**config.mk**
```make
export PLATFORM = sky130hd
export DESIGN_NAME = probe_cmd_parser_flat
export DESIGN_NICKNAME = d
export VERILOG_FILES = /design/src/rtl/probe_cmd_parser_if.sv /design/src/rtl/probe_cmd_parser.sv /design/src/flat_wrapper.sv
export SDC_FILE = /design/constraint.sdc
export NUM_CORES = 1
export LEC_CHECK = 0
export ABC_CLOCK_PERIOD_IN_PS = 1570
export BUFFER_PORTS_ARGS = -buffer_cell sky130_fd_sc_hd__clkbuf_2
export CAP_MARGIN = 15
export CORE_AREA = 2 2 143 145
export DETAILED_ROUTE_END_ITERATION = 10
export DIE_AREA = 0 0 145 147
export MAX_ROUTING_LAYER = met4
export PLACE_DENSITY = 0.53
export SETUP_SLACK_MARGIN = 0.5
export SLEW_MARGIN = 20
export SYNTH_ARGS = -nofsm -noshare
export SYNTH_HDL_FRONTEND = slang
export SYNTH_SLANG_ARGS = --single-unit
```
**constraint.sdc**
```tcl
create_clock -name clk -period 1.57 [get_ports clk]
set_input_delay 0.314 -clock clk [delete_from_list [all_inputs] [get_ports clk]]
set_output_delay 0.314 -clock clk [all_outputs]
set_load 0.02 [all_outputs]
```
**src/rtl/probe_cmd_parser_if.sv**
```systemverilog
// Signal bundle between the probe command parser, the UART bridge and the
// probe register file. The master view belongs to the parser. The slave view
// belongs to the surroundings: the bridge on the byte side and the register
// file on the bus side.
interface probe_cmd_parser_if;
  // host -> parser byte stream
  logic        in_valid;
  logic [7:0]  in_data;
  logic        in_ready;
  // parser -> host response stream
  logic        out_valid;
  logic [7:0]  out_data;
  logic        out_ready;
  // probe register bus
  logic [7:0]  reg_addr;
  logic [31:0] reg_wdata;
  logic        reg_wen;
  logic        reg_ren;
  logic [31:0] reg_rdata;

  modport master (
    input  in_valid,
    input  in_data,
    output in_ready,
    output out_valid,
    output out_data,
    input  out_ready,
    output reg_addr,
    output reg_wdata,
    output reg_wen,
    output reg_ren,
    input  reg_rdata
  );

  modport slave (
    output in_valid,
    output in_data,
    input  in_ready,
    input  out_valid,
    input  out_data,
    output out_ready,
    input  reg_addr,
    input  reg_wdata,
    input  reg_wen,
    input  reg_ren,
    output reg_rdata
  );
endinterface

```
**src/rtl/probe_cmd_parser.sv**
```systemverilog
// Byte-stream command parser for the on-chip probe.
// Host bytes arrive from the UART bridge. Two commands are decoded:
//   read  : 01 addr           -> 4 response bytes (rdata, LSB first)
//   write : 02 addr d0 d1 d2 d3 -> 1 response byte (ACK_BYTE)
// Any other opcode is answered with ERR_BYTE. A partial command that stalls
// for TIMEOUT cycles is dropped silently. Only one command is in flight.
module probe_cmd_parser #(
  parameter int unsigned TIMEOUT  = 1000000,
  parameter logic [7:0]  ACK_BYTE = 8'hAA,
  parameter logic [7:0]  ERR_BYTE = 8'hEE
) (
  input logic                clk,
  input logic                m_aresetn,
  probe_cmd_parser_if.master bus
);

  localparam logic [7:0] OP_READ  = 8'h01;
  localparam logic [7:0] OP_WRITE = 8'h02;

  // The counter only has to reach TIMEOUT-1, so clog2(TIMEOUT) bits suffice.
  localparam int             TW       = $clog2(TIMEOUT);
  localparam logic [TW-1:0]  TMO_LAST = TW'(TIMEOUT - 1);

  localparam logic [2:0] S_IDLE  = 3'd0;
  localparam logic [2:0] S_ADDR  = 3'd1;
  localparam logic [2:0] S_WDATA = 3'd2;
  localparam logic [2:0] S_WSTB  = 3'd3;
  localparam logic [2:0] S_RDSTB = 3'd4;
  localparam logic [2:0] S_RDCAP = 3'd5;
  localparam logic [2:0] S_TX    = 3'd6;

  logic [2:0]    state_reg, state_next;
  logic          is_wr_reg, is_wr_next;
  logic [1:0]    widx_reg, widx_next;
  logic [TW-1:0] tmo_reg, tmo_next;
  logic [1:0]    tx_idx_reg, tx_idx_next;
  logic [1:0]    tx_last_reg, tx_last_next;
  logic [7:0]    addr_reg, addr_next;
  logic          in_ready_reg;
  logic          out_valid_reg;
  logic          reg_wen_reg;
  logic          reg_ren_reg;

  logic [31:0]   wdata_q;
  logic [31:0]   rsp_buf;

  logic          byte_fire;
  logic          out_fire;
  logic          opcode_ok;
  logic          collecting;
  logic          tmo_hit;
  logic          load_err;
  logic          load_ack;
  logic          load_rd;

  // in_ready/out_valid are registered copies of the state decode, so they
  // already qualify the handshakes without any extra state comparison.
  assign byte_fire  = bus.in_valid && in_ready_reg;
  assign out_fire   = out_valid_reg && bus.out_ready;
  assign opcode_ok  = (bus.in_data == OP_READ) || (bus.in_data == OP_WRITE);
  assign collecting = (state_reg == S_ADDR) || (state_reg == S_WDATA);
  // An accepted byte always wins over an expiring timer.
  assign tmo_hit    = collecting && !byte_fire && (tmo_reg == TMO_LAST);

  assign load_err   = byte_fire && (state_reg == S_IDLE) && !opcode_ok;
  assign load_ack   = (state_reg == S_WSTB);
  assign load_rd    = (state_reg == S_RDCAP);

  // Inter-byte idle counter: counts only while a command is half received,
  // restarts on every accepted byte, and saturates instead of wrapping.
  always_comb begin
    tmo_next = '0;
    if (collecting && !byte_fire) begin
      if (tmo_reg != '1) begin
        tmo_next = tmo_reg + 1'b1;
      end else begin
        tmo_next = tmo_reg;
      end
    end
  end

  // Command decode and response sequencing.
  always_comb begin
    state_next   = state_reg;
    is_wr_next   = is_wr_reg;
    widx_next    = widx_reg;
    tx_idx_next  = tx_idx_reg;
    tx_last_next = tx_last_reg;
    addr_next    = addr_reg;
    case (state_reg)
      S_IDLE: begin
        if (byte_fire) begin
          if (opcode_ok) begin
            is_wr_next = (bus.in_data == OP_WRITE);
            state_next = S_ADDR;
          end else begin
            tx_idx_next  = 2'd0;
            tx_last_next = 2'd0;
            state_next   = S_TX;
          end
        end
      end
      S_ADDR: begin
        if (byte_fire) begin
          addr_next = bus.in_data;
          if (is_wr_reg) begin
            widx_next  = 2'd0;
            state_next = S_WDATA;
          end else begin
            state_next = S_RDSTB;
          end
        end else if (tmo_hit) begin
          state_next = S_IDLE;
        end
      end
      S_WDATA: begin
        if (byte_fire) begin
          widx_next = widx_reg + 2'd1;
          if (widx_reg == 2'd3) begin
            state_next = S_WSTB;
          end
        end else if (tmo_hit) begin
          state_next = S_IDLE;
        end
      end
      S_WSTB: begin
        tx_idx_next  = 2'd0;
        tx_last_next = 2'd0;
        state_next   = S_TX;
      end
      S_RDSTB: begin
        state_next = S_RDCAP;
      end
      S_RDCAP: begin
        tx_idx_next  = 2'd0;
        tx_last_next = 2'd3;
        state_next   = S_TX;
      end
      S_TX: begin
        if (out_fire) begin
          if (tx_idx_reg == tx_last_reg) begin
            state_next = S_IDLE;
          end else begin
            tx_idx_next = tx_idx_reg + 2'd1;
          end
        end
      end
      default: begin
        state_next = S_IDLE;
      end
    endcase
  end

  // State and handshake/strobe outputs, all derived from the next state so
  // every output is a clean flop and drops as soon as reset is asserted.
  always_ff @(posedge clk or negedge m_aresetn) begin
    if (!m_aresetn) begin
      state_reg     <= S_IDLE;
      is_wr_reg     <= 1'b0;
      widx_reg      <= 2'd0;
      tmo_reg       <= '0;
      tx_idx_reg    <= 2'd0;
      tx_last_reg   <= 2'd0;
      addr_reg      <= 8'h00;
      in_ready_reg  <= 1'b0;
      out_valid_reg <= 1'b0;
      reg_wen_reg   <= 1'b0;
      reg_ren_reg   <= 1'b0;
    end else begin
      state_reg     <= state_next;
      is_wr_reg     <= is_wr_next;
      widx_reg      <= widx_next;
      tmo_reg       <= tmo_next;
      tx_idx_reg    <= tx_idx_next;
      tx_last_reg   <= tx_last_next;
      addr_reg      <= addr_next;
      in_ready_reg  <= (state_next == S_IDLE) || (state_next == S_ADDR) ||
                       (state_next == S_WDATA);
      out_valid_reg <= (state_next == S_TX);
      reg_wen_reg   <= (state_next == S_WSTB);
      reg_ren_reg   <= (state_next == S_RDSTB);
    end
  end

  // One byte lane each for write data and for the response buffer.
  for (genvar gi = 0; gi < 4; gi++) begin : g_lane
    logic [7:0] wlane_reg;
    logic [7:0] rlane_reg;
    logic       wlane_we;

    assign wlane_we = byte_fire && (state_reg == S_WDATA) && (widx_reg == 2'(gi));

    // Write data lane: loaded when its byte index is accepted, held otherwise.
    always_ff @(posedge clk or negedge m_aresetn) begin
      if (!m_aresetn) begin
        wlane_reg <= 8'h00;
      end else if (wlane_we) begin
        wlane_reg <= bus.in_data;
      end
    end

    // Response lane: read data fills all lanes; single-byte replies use lane 0.
    always_ff @(posedge clk or negedge m_aresetn) begin
      if (!m_aresetn) begin
        rlane_reg <= 8'h00;
      end else if (load_rd) begin
        rlane_reg <= bus.reg_rdata[8*gi +: 8];
      end else if (gi == 0) begin
        if (load_ack) begin
          rlane_reg <= ACK_BYTE;
        end else if (load_err) begin
          rlane_reg <= ERR_BYTE;
        end
      end
    end

    assign wdata_q[8*gi +: 8] = wlane_reg;
    assign rsp_buf[8*gi +: 8] = rlane_reg;
  end

  assign bus.in_ready  = in_ready_reg;
  assign bus.out_valid = out_valid_reg;
  // The buffer and index only change at a handshake, so the byte is stable
  // for as long as the bridge holds off out_ready.
  assign bus.out_data  = rsp_buf[8*tx_idx_reg +: 8];
  assign bus.reg_addr  = addr_reg;
  assign bus.reg_wdata = wdata_q;
  assign bus.reg_wen   = reg_wen_reg;
  assign bus.reg_ren   = reg_ren_reg;

endmodule

```
**src/flat_wrapper.sv**
```systemverilog
// flat-port wrapper written by rule: the top's interface ports become plain ports
module probe_cmd_parser_flat 
#(
  parameter int unsigned TIMEOUT  = 1000000,
  parameter logic [7:0]  ACK_BYTE = 8'hAA,
  parameter logic [7:0]  ERR_BYTE = 8'hEE
)
  (clk, m_aresetn, bus_in_valid, bus_in_data, bus_in_ready, bus_out_valid, bus_out_data, bus_out_ready, bus_reg_addr, bus_reg_wdata, bus_reg_wen, bus_reg_ren, bus_reg_rdata);
  probe_cmd_parser_if bus_i ();
  input logic clk;
  input logic m_aresetn;
  input wire logic [$bits(bus_i.in_valid)-1:0] bus_in_valid;
  input wire logic [$bits(bus_i.in_data)-1:0] bus_in_data;
  output wire logic [$bits(bus_i.in_ready)-1:0] bus_in_ready;
  output wire logic [$bits(bus_i.out_valid)-1:0] bus_out_valid;
  output wire logic [$bits(bus_i.out_data)-1:0] bus_out_data;
  input wire logic [$bits(bus_i.out_ready)-1:0] bus_out_ready;
  output wire logic [$bits(bus_i.reg_addr)-1:0] bus_reg_addr;
  output wire logic [$bits(bus_i.reg_wdata)-1:0] bus_reg_wdata;
  output wire logic [$bits(bus_i.reg_wen)-1:0] bus_reg_wen;
  output wire logic [$bits(bus_i.reg_ren)-1:0] bus_reg_ren;
  input wire logic [$bits(bus_i.reg_rdata)-1:0] bus_reg_rdata;
  assign bus_i.in_valid = bus_in_valid;
  assign bus_i.in_data = bus_in_data;
  assign bus_in_ready = bus_i.in_ready;
  assign bus_out_valid = bus_i.out_valid;
  assign bus_out_data = bus_i.out_data;
  assign bus_i.out_ready = bus_out_ready;
  assign bus_reg_addr = bus_i.reg_addr;
  assign bus_reg_wdata = bus_i.reg_wdata;
  assign bus_reg_wen = bus_i.reg_wen;
  assign bus_reg_ren = bus_i.reg_ren;
  assign bus_i.reg_rdata = bus_reg_rdata;
  probe_cmd_parser #(.TIMEOUT(TIMEOUT), .ACK_BYTE(ACK_BYTE), .ERR_BYTE(ERR_BYTE)) u_core (.clk(clk), .m_aresetn(m_aresetn), .bus(bus_i));
endmodule
```
Word level (Yosys, flattened, before mapping):

Index checks and enable logic that the tools add are counted.
Widths: inputs -> output; s select.

* register bits after elaboration: 106
* logic and storage cells: 105

* $add $sub $neg: 3
* shift-type cells: 1
* muxes and demuxes: 25
* reduce and logical (&&, ||, !) cells: 30
* equality and inequality tests: 27

Operators by type and width (number)
* $mux 20: 2
* $shiftx 32x6->8: 1
* $mux 3: 9
* $mux 8: 3
* $add 20x1->20 const B: 1
* $eq 20x20->1 const B: 1
* $ne 20x20->1 const B: 1
* $pmux 3 s6: 1
* $eq 3x3->1 const B: 5
* $mux 2: 7
* $eq 3x2->1 const B: 4
* $pmux 2 s3: 2
* $logic_and 1x1->1: 11
* $ne 2x1->1 const B: 5
* $reduce_bool 3->1: 3
* $eq 8x1->1 const B: 1
* $eq 8x2->1 const B: 1
* $eq 3x1->1 const B: 2
* $logic_not 3->1: 2
* $ne 2x2->1 const B: 3
* $reduce_and 3->1: 2
* $reduce_and 5->1: 1
* $add 2x1->2 const B: 2
* $eq 2x2->1 const B: 2
* 10 further kinds: 14

Depth between registers and ports, before layout:

Gate-level depths: netlist of the first run.

* word-level depth: 10
* mapped depth: 7
* depth with buffers taken out: 5

Least setup slack after synthesis of the first run:

OpenSTA, ideal clock, no wires.

* path kind: reg-to-reg
* start point: register u_core.tmo_reg[0]
* end point: register u_core.tmo_reg[3]
* setup time: 79 ps
* buffers on the path: 0
* path slack: -172 ps
* stages on the path, launching flop included: 6
* arrival time: 1662 ps
* path through: dfrtp_1 ha_1 nand4_1 or4_4 o2111ai_2 mux2i_1

* word-level cells in the longest chain between the ends: 3

RTL lines
* start, declared: line probe_cmd_parser.sv:35 `logic [TW-1:0] tmo_reg, tmo_next;`
* start signal, assigned: line probe_cmd_parser.sv:173 `tmo_reg <= tmo_next;`
* $add 20x1->20: line probe_cmd_parser.sv:75 `tmo_next = tmo_reg + 1'b1;`
* $mux 20: line probe_cmd_parser.sv:74 `if (tmo_reg != '1) begin`
* $mux 20: line probe_cmd_parser.sv:73 `if (collecting && !byte_fire) begin`

Parallel ways exist; a longest one is shown, timed or not. The select of a mux whose other input is x is not followed.
A chain may end at the register's enable or synchronous reset.

Final worst setup path of the first run:

* start point: register u_core.tx_idx_reg[0]
* end point: output port bus_out_data[4]

* word-level cells in the longest chain between the ends: 1

RTL lines
* start, declared: line probe_cmd_parser.sv:36 `logic [1:0] tx_idx_reg, tx_idx_next;`
* start signal, assigned: line probe_cmd_parser.sv:174 `tx_idx_reg <= tx_idx_next;`
* $shiftx 32x6->8: line probe_cmd_parser.sv:225 `assign bus.out_data = rsp_buf[8*tx_idx_reg +: 8];`
* end, declared: line flat_wrapper.sv:16 `output wire logic [$bits(bus_i.out_data)-1:0] bus_out_data;`

No other way between the ends.

==> impl_table.tex, run 1 <==
\begin{tabular}{lr}
\hline
Metric & Value \\
\hline
\multicolumn{2}{l}{\textbf{Global route}} \\
\quad Total overflow reported by the global router & 0 \\
\quad Antenna violations before repair & 0 \\
\quad Global Route Usage Sum & 0.147 \\
\quad Maximum number of pins on one net before global-route repair & 63 \\
\quad Global-route wire length before repair & 24400 um \\
\quad Via count of the first global-routing pass & 4647 \\
\multicolumn{2}{l}{\textbf{Yosys}} \\
\quad Synth Net Count & 481 \\
\quad Cell variety after synth & 60 \\
\quad Xor and xnor fraction of the mapped netlist area & 0.00537 \\
\quad Post-synth EDFFs & 0 \\
\quad Adder-cell share of the synthesized area & 0.0128 \\
\quad Post-synth ARST share & 1.00 \\
\quad Number of warnings printed during yosys synthesis & 0 \\
\quad Compound-cell area share of the yosys netlist & 0.0980 \\
\quad Post-Synth Simple-Gate Area & 0.186 \\
\quad Portion of netlist area occupied by mux cells & 0.139 \\
\quad Sequential share of the synthesized area & 0.537 \\
\quad Synthesized netlist cell count & 432 \\
\quad Top\_reg\_cell synth & sky130\_fd\_sc\_hd\_\_dfrtp\_1 \\
\quad Synthesis-stage register bit count & 105 \\
\quad Area of the mapped netlist & 4890 um\^{}2 \\
\quad Largest family of logic cells by synthesized area & simple AND/OR/NAND/NOR gates \\
\quad Mean instance size in the synthesized netlist & 11.3 um\^{}2 \\
\multicolumn{2}{l}{\textbf{Pwr}} \\
\quad Power per Cell Area & 1630 nW/um\^{}2 \\
\quad Post-route total power & 14.1 mW \\
\quad Leak Pwr & 4.05 nW \\
\quad Max VDD drop & 0.693 mV \\
\multicolumn{2}{l}{\textbf{Finish}} \\
\quad Number of non-filler instances in the completed layout & 944 \\
\quad Post-synthesis to final-layout area growth & 76.6\% \\
\quad Share of layout cells above drive strength 1 & 0.660 \\
\quad Final Net Count & 719 \\
\quad Final design utilization & 0.435 \\
\quad N\_diodes & 0 \\
\quad Number of fill cells & 1770 \\
\multicolumn{2}{l}{\textbf{Die}} \\
\quad Die outline area & 21300 um\^{}2 \\
\quad Width of the die & 145 um \\
\quad Starting utilization of the core area & 0.247 \\
\quad Core box area & 19800 um\^{}2 \\
\quad Die boundary height & 147 um \\
\quad Total I/O pin count & 96 \\
\quad Num rows & 52 \\
\multicolumn{2}{l}{\textbf{Route}} \\
\quad Overall routed net length & 15400 um \\
\quad Post-route DRC violation count & 0 \\
\quad Drt initial violations & 236 \\
\quad Average via count per standard cell & 4.69 \\
\quad DR pass1 iterations & 4 \\
\quad Wire per inst & 16.3 um \\
\quad Via count of the routed design & 4426 \\
\quad Antenna-violating nets left & 0 \\
\multicolumn{2}{l}{\textbf{CTS}} \\
\quad H-tree level count & 3 \\
\quad Number of clock sinks & 105 \\
\quad CTS buffer count & 9 \\
\quad Clock tree from TritonCTS & built \\
\quad Max Buffers Root-to-Sink & 2 \\
\quad Clock Latency Late Sink & 350 ps \\
\quad Cell chosen for the clock root & sky130\_fd\_sc\_hd\_\_clkbuf\_16 \\
\quad Clock-pin transition on the worst setup and hold timing paths & 70 ps \\
\multicolumn{2}{l}{\textbf{Placed design}} \\
\quad Placement-stage worst setup slack & -180 ps \\
\quad Gp weighted congestion & 0.830 \\
\quad Placed cell count & 857 \\
\quad Detailed placement HPWL & 9580 um \\
\quad Buffers on Ports & 95 \\
\multicolumn{2}{l}{\textbf{Setup path}} \\
\quad Data required time at the worst endpoint & 1260 ps \\
\quad Element type at the critical path start & register \\
\quad Start-to-end type of the worst setup path & reg -> out \\
\quad Element type at the critical path end & output port \\
\quad Maximum fanout along the worst path & 4 \\
\quad Worst path arrival time & 1600 ps \\
\multicolumn{2}{l}{\textbf{Run}} \\
\quad Max\_cap viols & 0 \\
\multicolumn{2}{l}{\textbf{Timing}} \\
\quad Smallest setup slack after layout & -345 ps \\
\quad Final Max Slew Viols & 0 \\
\quad Clock skew & 8.26 ps \\
\quad Worst Tran Pin Value & 452 ps \\
\quad Portion of the clock cycle consumed by the worst path in the final layout & 1.22 \\
\quad Final period demand of the worst path & 1910 ps \\
\quad Worst slew margin & 0.699 \\
\quad Count of endpoints failing setup in the final report & 36 \\
\quad Count of final hold-check violations & 0 \\
\quad Unrepaired setup endpoints after global routing & yes \\
\quad Highest Clock Rate & 0.522 GHz \\
\quad Setup total negative slack & -4640 ps \\
\multicolumn{2}{l}{\textbf{Min path}} \\
\quad Worst min path class & in -> reg \\
\multicolumn{2}{l}{\textbf{Status}} \\
\quad Run status & finished with violations \\
\quad Failing checks & negative setup slack \\
\hline
\end{tabular}
-- per-layer routing --
layer	part of all wire	GRT usage	vias to the layer above
met2	0.53	0.253	91
met3	0.035	0.0220	30
met4	0.025	0.0614	0
met1	0.41	0.172	2250
li1	-	-	2055
met5	0	-	-
-- metrics by stage --
stage                     instance area [um^2]  hold slack (ps)
after CTS                                 8030              148
final                                     8640              167
after global placement                    6400              314
after floorplan                           5130             18.4
after detailed placement                  6400              322
after global routing                      8640              166
-- critical path, cell delays in order, from the launching register on --
cell and delay [ps]:
sky130_fd_sc_hd__dfrtp_1 420, sky130_fd_sc_hd__buf_6 150, sky130_fd_sc_hd__mux4_2 530, sky130_fd_sc_hd__buf_8 150
-- logic make-up (layout without fill, tap and decap cells) --
logic type	after synthesis	after routing
buffers and inverters	22	260
muxes	53	53
xor gates and xnor gates	3	3
DFF	105	105
and+or+nand+nor	178	182
AOI/OAI and AO/OA	66	66
adders and majority gates	5	5
-- synth_stat cells (all sizes together), types with 4 or more instances --
cell / count / area share
a21o: 4 / 0.0061
nand4: 8 / 0.015
and2: 5 / 0.0064
o21ai: 7 / 0.0072
ha: 5 / 0.013
nor2: 15 / 0.012
mux4: 8 / 0.037
or3: 8 / 0.010
and4: 7 / 0.013
nand2: 94 / 0.072
clkbuf: 5 / 0.0038
dfrtp: 105 / 0.54
a21oi: 17 / 0.017
mux2i: 5 / 0.010
mux2: 40 / 0.092
nor2b: 4 / 0.0051
o31ai: 7 / 0.011
or2: 4 / 0.0051
a31oi: 4 / 0.0051
inv: 4 / 0.0031
o22a: 4 / 0.0072
buf: 13 / 0.015
or4: 7 / 0.012
o32ai: 4 / 0.0072
nor3: 7 / 0.0082
nand3: 7 / 0.0097
-- report_power, final --
group	total (mW)	leakage [nW]	switching (mW)	internal, mW
sequential	4.40	1.32	0.684	3.72
clock	2.28	0.148	0.970	1.31
combinational	7.39	2.58	3.24	4.15
-- placed cells by master (no fill, tap or decap), types with 4 or more instances in the layout --
cell                          n
sky130_fd_sc_hd__dfrtp_1    100
sky130_fd_sc_hd__buf_4       98
sky130_fd_sc_hd__nand2_1     48
sky130_fd_sc_hd__clkbuf_8    43
sky130_fd_sc_hd__buf_6       43
sky130_fd_sc_hd__clkbuf_2    42
sky130_fd_sc_hd__mux2_4      33
sky130_fd_sc_hd__nand2_2     25
sky130_fd_sc_hd__nand2_4     18
sky130_fd_sc_hd__buf_12      12
sky130_fd_sc_hd__a21oi_2     11
sky130_fd_sc_hd__clkbuf_16    9
sky130_fd_sc_hd__mux4_2       8
sky130_fd_sc_hd__or3_1        7
sky130_fd_sc_hd__mux2_2       7
sky130_fd_sc_hd__nor2_1       6
sky130_fd_sc_hd__nand4_1      6
sky130_fd_sc_hd__or4_4        6
sky130_fd_sc_hd__nand2_8      6
sky130_fd_sc_hd__a21oi_1      6
sky130_fd_sc_hd__nor2_4       5
sky130_fd_sc_hd__and4_4       5
sky130_fd_sc_hd__o31ai_2      5
sky130_fd_sc_hd__mux2i_1      5
sky130_fd_sc_hd__dfrtp_2      5
sky130_fd_sc_hd__inv_1        4
sky130_fd_sc_hd__and2_4       4
sky130_fd_sc_hd__nor2_2       4
sky130_fd_sc_hd__nand3_1      4
sky130_fd_sc_hd__o22a_1       4
sky130_fd_sc_hd__o32ai_2      4
sky130_fd_sc_hd__ha_1         4
-- final timing paths --
check                                              start                             to  slack (ps)  cells after the start
min reg2reg                u_core.g_lane[3].rlane_reg[1]  u_core.g_lane[3].rlane_reg[1]         480                      2
max in group asynchronous                      m_aresetn             u_core.tmo_reg[13]         700                      3
min in group asynchronous                      m_aresetn         u_core.bus.reg_addr[3]         510                      3
min                                    bus_reg_rdata[10]  u_core.g_lane[1].rlane_reg[2]         170                      3
max reg2reg                            u_core.tmo_reg[0]             u_core.tmo_reg[13]        -180                      7
max                                 u_core.tx_idx_reg[0]                bus_out_data[4]        -340                      3
-- area by class of cell --
type	count	area, um^2	share of cell area
inverters	4	15.0	0.00174
clock inverters	3	40.0	0.00463
well taps	270	338	0.0391
flip-flops and latches	105	2630	0.305
repair buffers	241	2320	0.268
multi-input cells	309	3040	0.352
clock buffers	12	256	0.0297
-- timing repair --
action,4_1_cts,5_1_grt
hold endpoints to repair,65,0
hold buffers,1,0
setup buffers,36,26
pin swaps,53,42
gates cloned,8,1
setup endpoints to repair,157,157
gates resized for setup,232,108
Power figures use the tool's default switching activity.
==> inputs of run 2 (changes only) <==
==> constraint.sdc (replaced) <==
create_clock -name clk -period 1.57 [get_ports clk]
set_input_delay 0.314 -clock clk [delete_from_list [all_inputs] [get_ports clk]]
set_output_delay 0.314 -clock clk [all_outputs]
set_load 0.1 [all_outputs]
==> impl_table.tex, run 2 (synthesis gave the netlist of run 1 again) <==
\begin{tabular}{lr}
\hline
Metric & Value \\
\hline
\multicolumn{2}{l}{\textbf{Route}} \\
\quad Wire per inst & 17.0 um \\
\quad Overall routed net length & 15600 um \\
\quad Post-route DRC violation count & 0 \\
\quad Average via count per standard cell & 4.68 \\
\quad Antenna-violating nets left & 0 \\
\quad DR pass1 iterations & 4 \\
\quad Drt initial violations & 200 \\
\quad Via count of the routed design & 4293 \\
\multicolumn{2}{l}{\textbf{Die}} \\
\quad Die boundary height & 147 um \\
\quad Starting utilization of the core area & 0.247 \\
\quad Width of the die & 145 um \\
\quad Die outline area & 21300 um\^{}2 \\
\quad Num rows & 52 \\
\quad Core box area & 19800 um\^{}2 \\
\quad Total I/O pin count & 96 \\
\multicolumn{2}{l}{\textbf{Status}} \\
\quad Run status & finished with violations \\
\quad Failing checks & negative setup slack \\
\multicolumn{2}{l}{\textbf{CTS}} \\
\quad Clock Latency Late Sink & 350 ps \\
\quad CTS buffer count & 9 \\
\quad Number of clock sinks & 105 \\
\quad Clock-pin transition on the worst setup and hold timing paths & 70 ps \\
\quad Cell chosen for the clock root & sky130\_fd\_sc\_hd\_\_clkbuf\_16 \\
\quad H-tree level count & 3 \\
\quad Max Buffers Root-to-Sink & 2 \\
\quad Clock tree from TritonCTS & built \\
\multicolumn{2}{l}{\textbf{Timing}} \\
\quad Count of final hold-check violations & 0 \\
\quad Unrepaired setup endpoints after global routing & yes \\
\quad Count of endpoints failing setup in the final report & 60 \\
\quad Portion of the clock cycle consumed by the worst path in the final layout & 1.24 \\
\quad Worst slew margin & 0.706 \\
\quad Worst Tran Pin Value & 439 ps \\
\quad Clock skew & 12.3 ps \\
\quad Highest Clock Rate & 0.515 GHz \\
\quad Final Max Slew Viols & 0 \\
\quad Final period demand of the worst path & 1940 ps \\
\quad Smallest setup slack after layout & -372 ps \\
\multicolumn{2}{l}{\textbf{Global route}} \\
\quad Antenna violations before repair & 0 \\
\quad Via count of the first global-routing pass & 4563 \\
\quad Global-route wire length before repair & 24900 um \\
\quad Total overflow reported by the global router & 0 \\
\quad Global Route Usage Sum & 0.151 \\
\quad Maximum number of pins on one net before global-route repair & 43 \\
\multicolumn{2}{l}{\textbf{Placed design}} \\
\quad Gp weighted congestion & 0.825 \\
\quad Placed cell count & 852 \\
\quad Placement-stage worst setup slack & -176 ps \\
\quad Buffers on Ports & 95 \\
\quad Detailed placement HPWL & 9780 um \\
\quad Cell area after placement & 6530 um\^{}2 \\
\multicolumn{2}{l}{\textbf{Pwr}} \\
\quad Max VDD drop & 1.17 mV \\
\quad Leak Pwr & 3.83 nW \\
\quad Power per Cell Area & 2200 nW/um\^{}2 \\
\multicolumn{2}{l}{\textbf{Finish}} \\
\quad Final Net Count & 691 \\
\quad FF+latch area & 2690 um\^{}2 \\
\quad Number of fill cells & 1742 \\
\quad Total area of multi-input combinational cells & 2880 um\^{}2 \\
\quad Number of non-filler instances in the completed layout & 917 \\
\quad Most common cell after layout, fill and taps aside & sky130\_fd\_sc\_hd\_\_buf\_4 \\
\quad N\_diodes & 0 \\
\quad Design area & 8750 um\^{}2 \\
\quad Most frequent cells in the layout & sky130\_fd\_sc\_hd\_\_buf\_4, sky130\_fd\_sc\_hd\_\_dfrtp\_1, sky130\_fd\_sc\_hd\_\_nand2\_1, sky130\_fd\_sc\_hd\_\_clkbuf\_16, sky130\_fd\_sc\_hd\_\_dfrtp\_2 \\
\quad Share of layout cells above drive strength 1 & 0.685 \\
\quad Post-synthesis to final-layout area growth & 78.9\% \\
\quad Final design utilization & 0.441 \\
\multicolumn{2}{l}{\textbf{Run}} \\
\quad Max\_cap viols & 0 \\
\multicolumn{2}{l}{\textbf{Setup path}} \\
\quad Slowest library cell on the worst path & sky130\_fd\_sc\_hd\_\_mux4\_2 \\
\quad Worst path arrival time & 1630 ps \\
\quad Maximum fanout along the worst path & 4 \\
\quad Worst setup path startpoint & u\_core.tx\_idx\_reg[0] \\
\quad Data required time at the worst endpoint & 1260 ps \\
\quad Element type at the critical path end & output port \\
\quad Element type at the critical path start & register \\
\quad Start-to-end type of the worst setup path & reg -> out \\
\quad Cell Chain, Critical Path & buf\_6, mux4\_2, buf\_12 \\
\quad Crit-path max cell delay & 540 ps \\
\quad Worst R2R Start & u\_core.tx\_idx\_reg[0] \\
\multicolumn{2}{l}{\textbf{Min path}} \\
\quad Launch point of the worst hold path & bus\_reg\_rdata[11] \\
\quad Worst min path class & in -> reg \\
\hline
\end{tabular}
-- run 2: final cells by class --
| class | count | share of cell area |
|---|---|---|
| repair buffers | 209 | 0.287 |
| clock buffers | 11 | 0.0266 |
| flip-flops and latches | 105 | 0.307 |
| clock inverters | 5 | 0.00929 |
| inverters | 4 | 0.00172 |
| multi-input cells | 313 | 0.329 |
| well taps | 270 | 0.0386 |
-- run 2: metal layers --
metal  part of all wire  vias to the layer above  global-route usage  routed length, um
met3              0.031                       22              0.0335                484
met4              0.016                        0              0.0431                253
met5                  0                        -                   -                  0
met2               0.52                       79               0.255               8090
met1               0.43                     2204               0.182               6770
li1                   -                     1988                   -                  -
-- run 2: final timing paths --
check / endpoint / slack [ps] / cells after the start
max in group asynchronous: u_core.g_lane[3].rlane_reg[7] / 600 / 3
worst max register to register: u_core.state_reg[2] / -350 / 6
min in group asynchronous: u_core.bus.reg_addr[5] / 420 / 2
worst max-delay path: bus_out_data[3] / -370 / 3
worst min register to register: u_core.g_lane[2].rlane_reg[7] / 480 / 2
worst min-delay path: u_core.g_lane[1].rlane_reg[3] / 160 / 3
-- run 2: critical path: cells and delay by family (launching register included) --
kind | cells | cell delay, ps
buffers and inverters | 2 | 330
flip-flops | 1 | 410
multiplexers | 1 | 540
-- run 2: repair_timing --
item | in CTS | in global routing
pin swaps | 50 | 52
setup buffers | 25 | 15
gates cloned | 7 | 1
hold buffers | 1 | 0
setup endpoints to repair | 156 | 157
endpoints found under the hold margin | 21 | 0
resized for setup | 216 | 73
-- run 2: power by group --
| part | switching [mW] | internal (mW) | leakage, nW |
|---|---|---|---|
| clock network | 1.02 | 1.40 | 0.150 |
| logic | 6.95 | 5.14 | 2.42 |
| registers | 0.926 | 3.82 | 1.27 |
-- run 2: metrics by stage --
stage                     hold WS (ps)  total power, mW  TNS, ps
after floorplan                   18.4             11.1    -3430
after global placement             239             13.0    -2880
after detailed placement           247             13.1    -4700
after CTS                          143             18.7    -5500
after global routing               161             20.0   -10480
final                              160             19.3    -7120
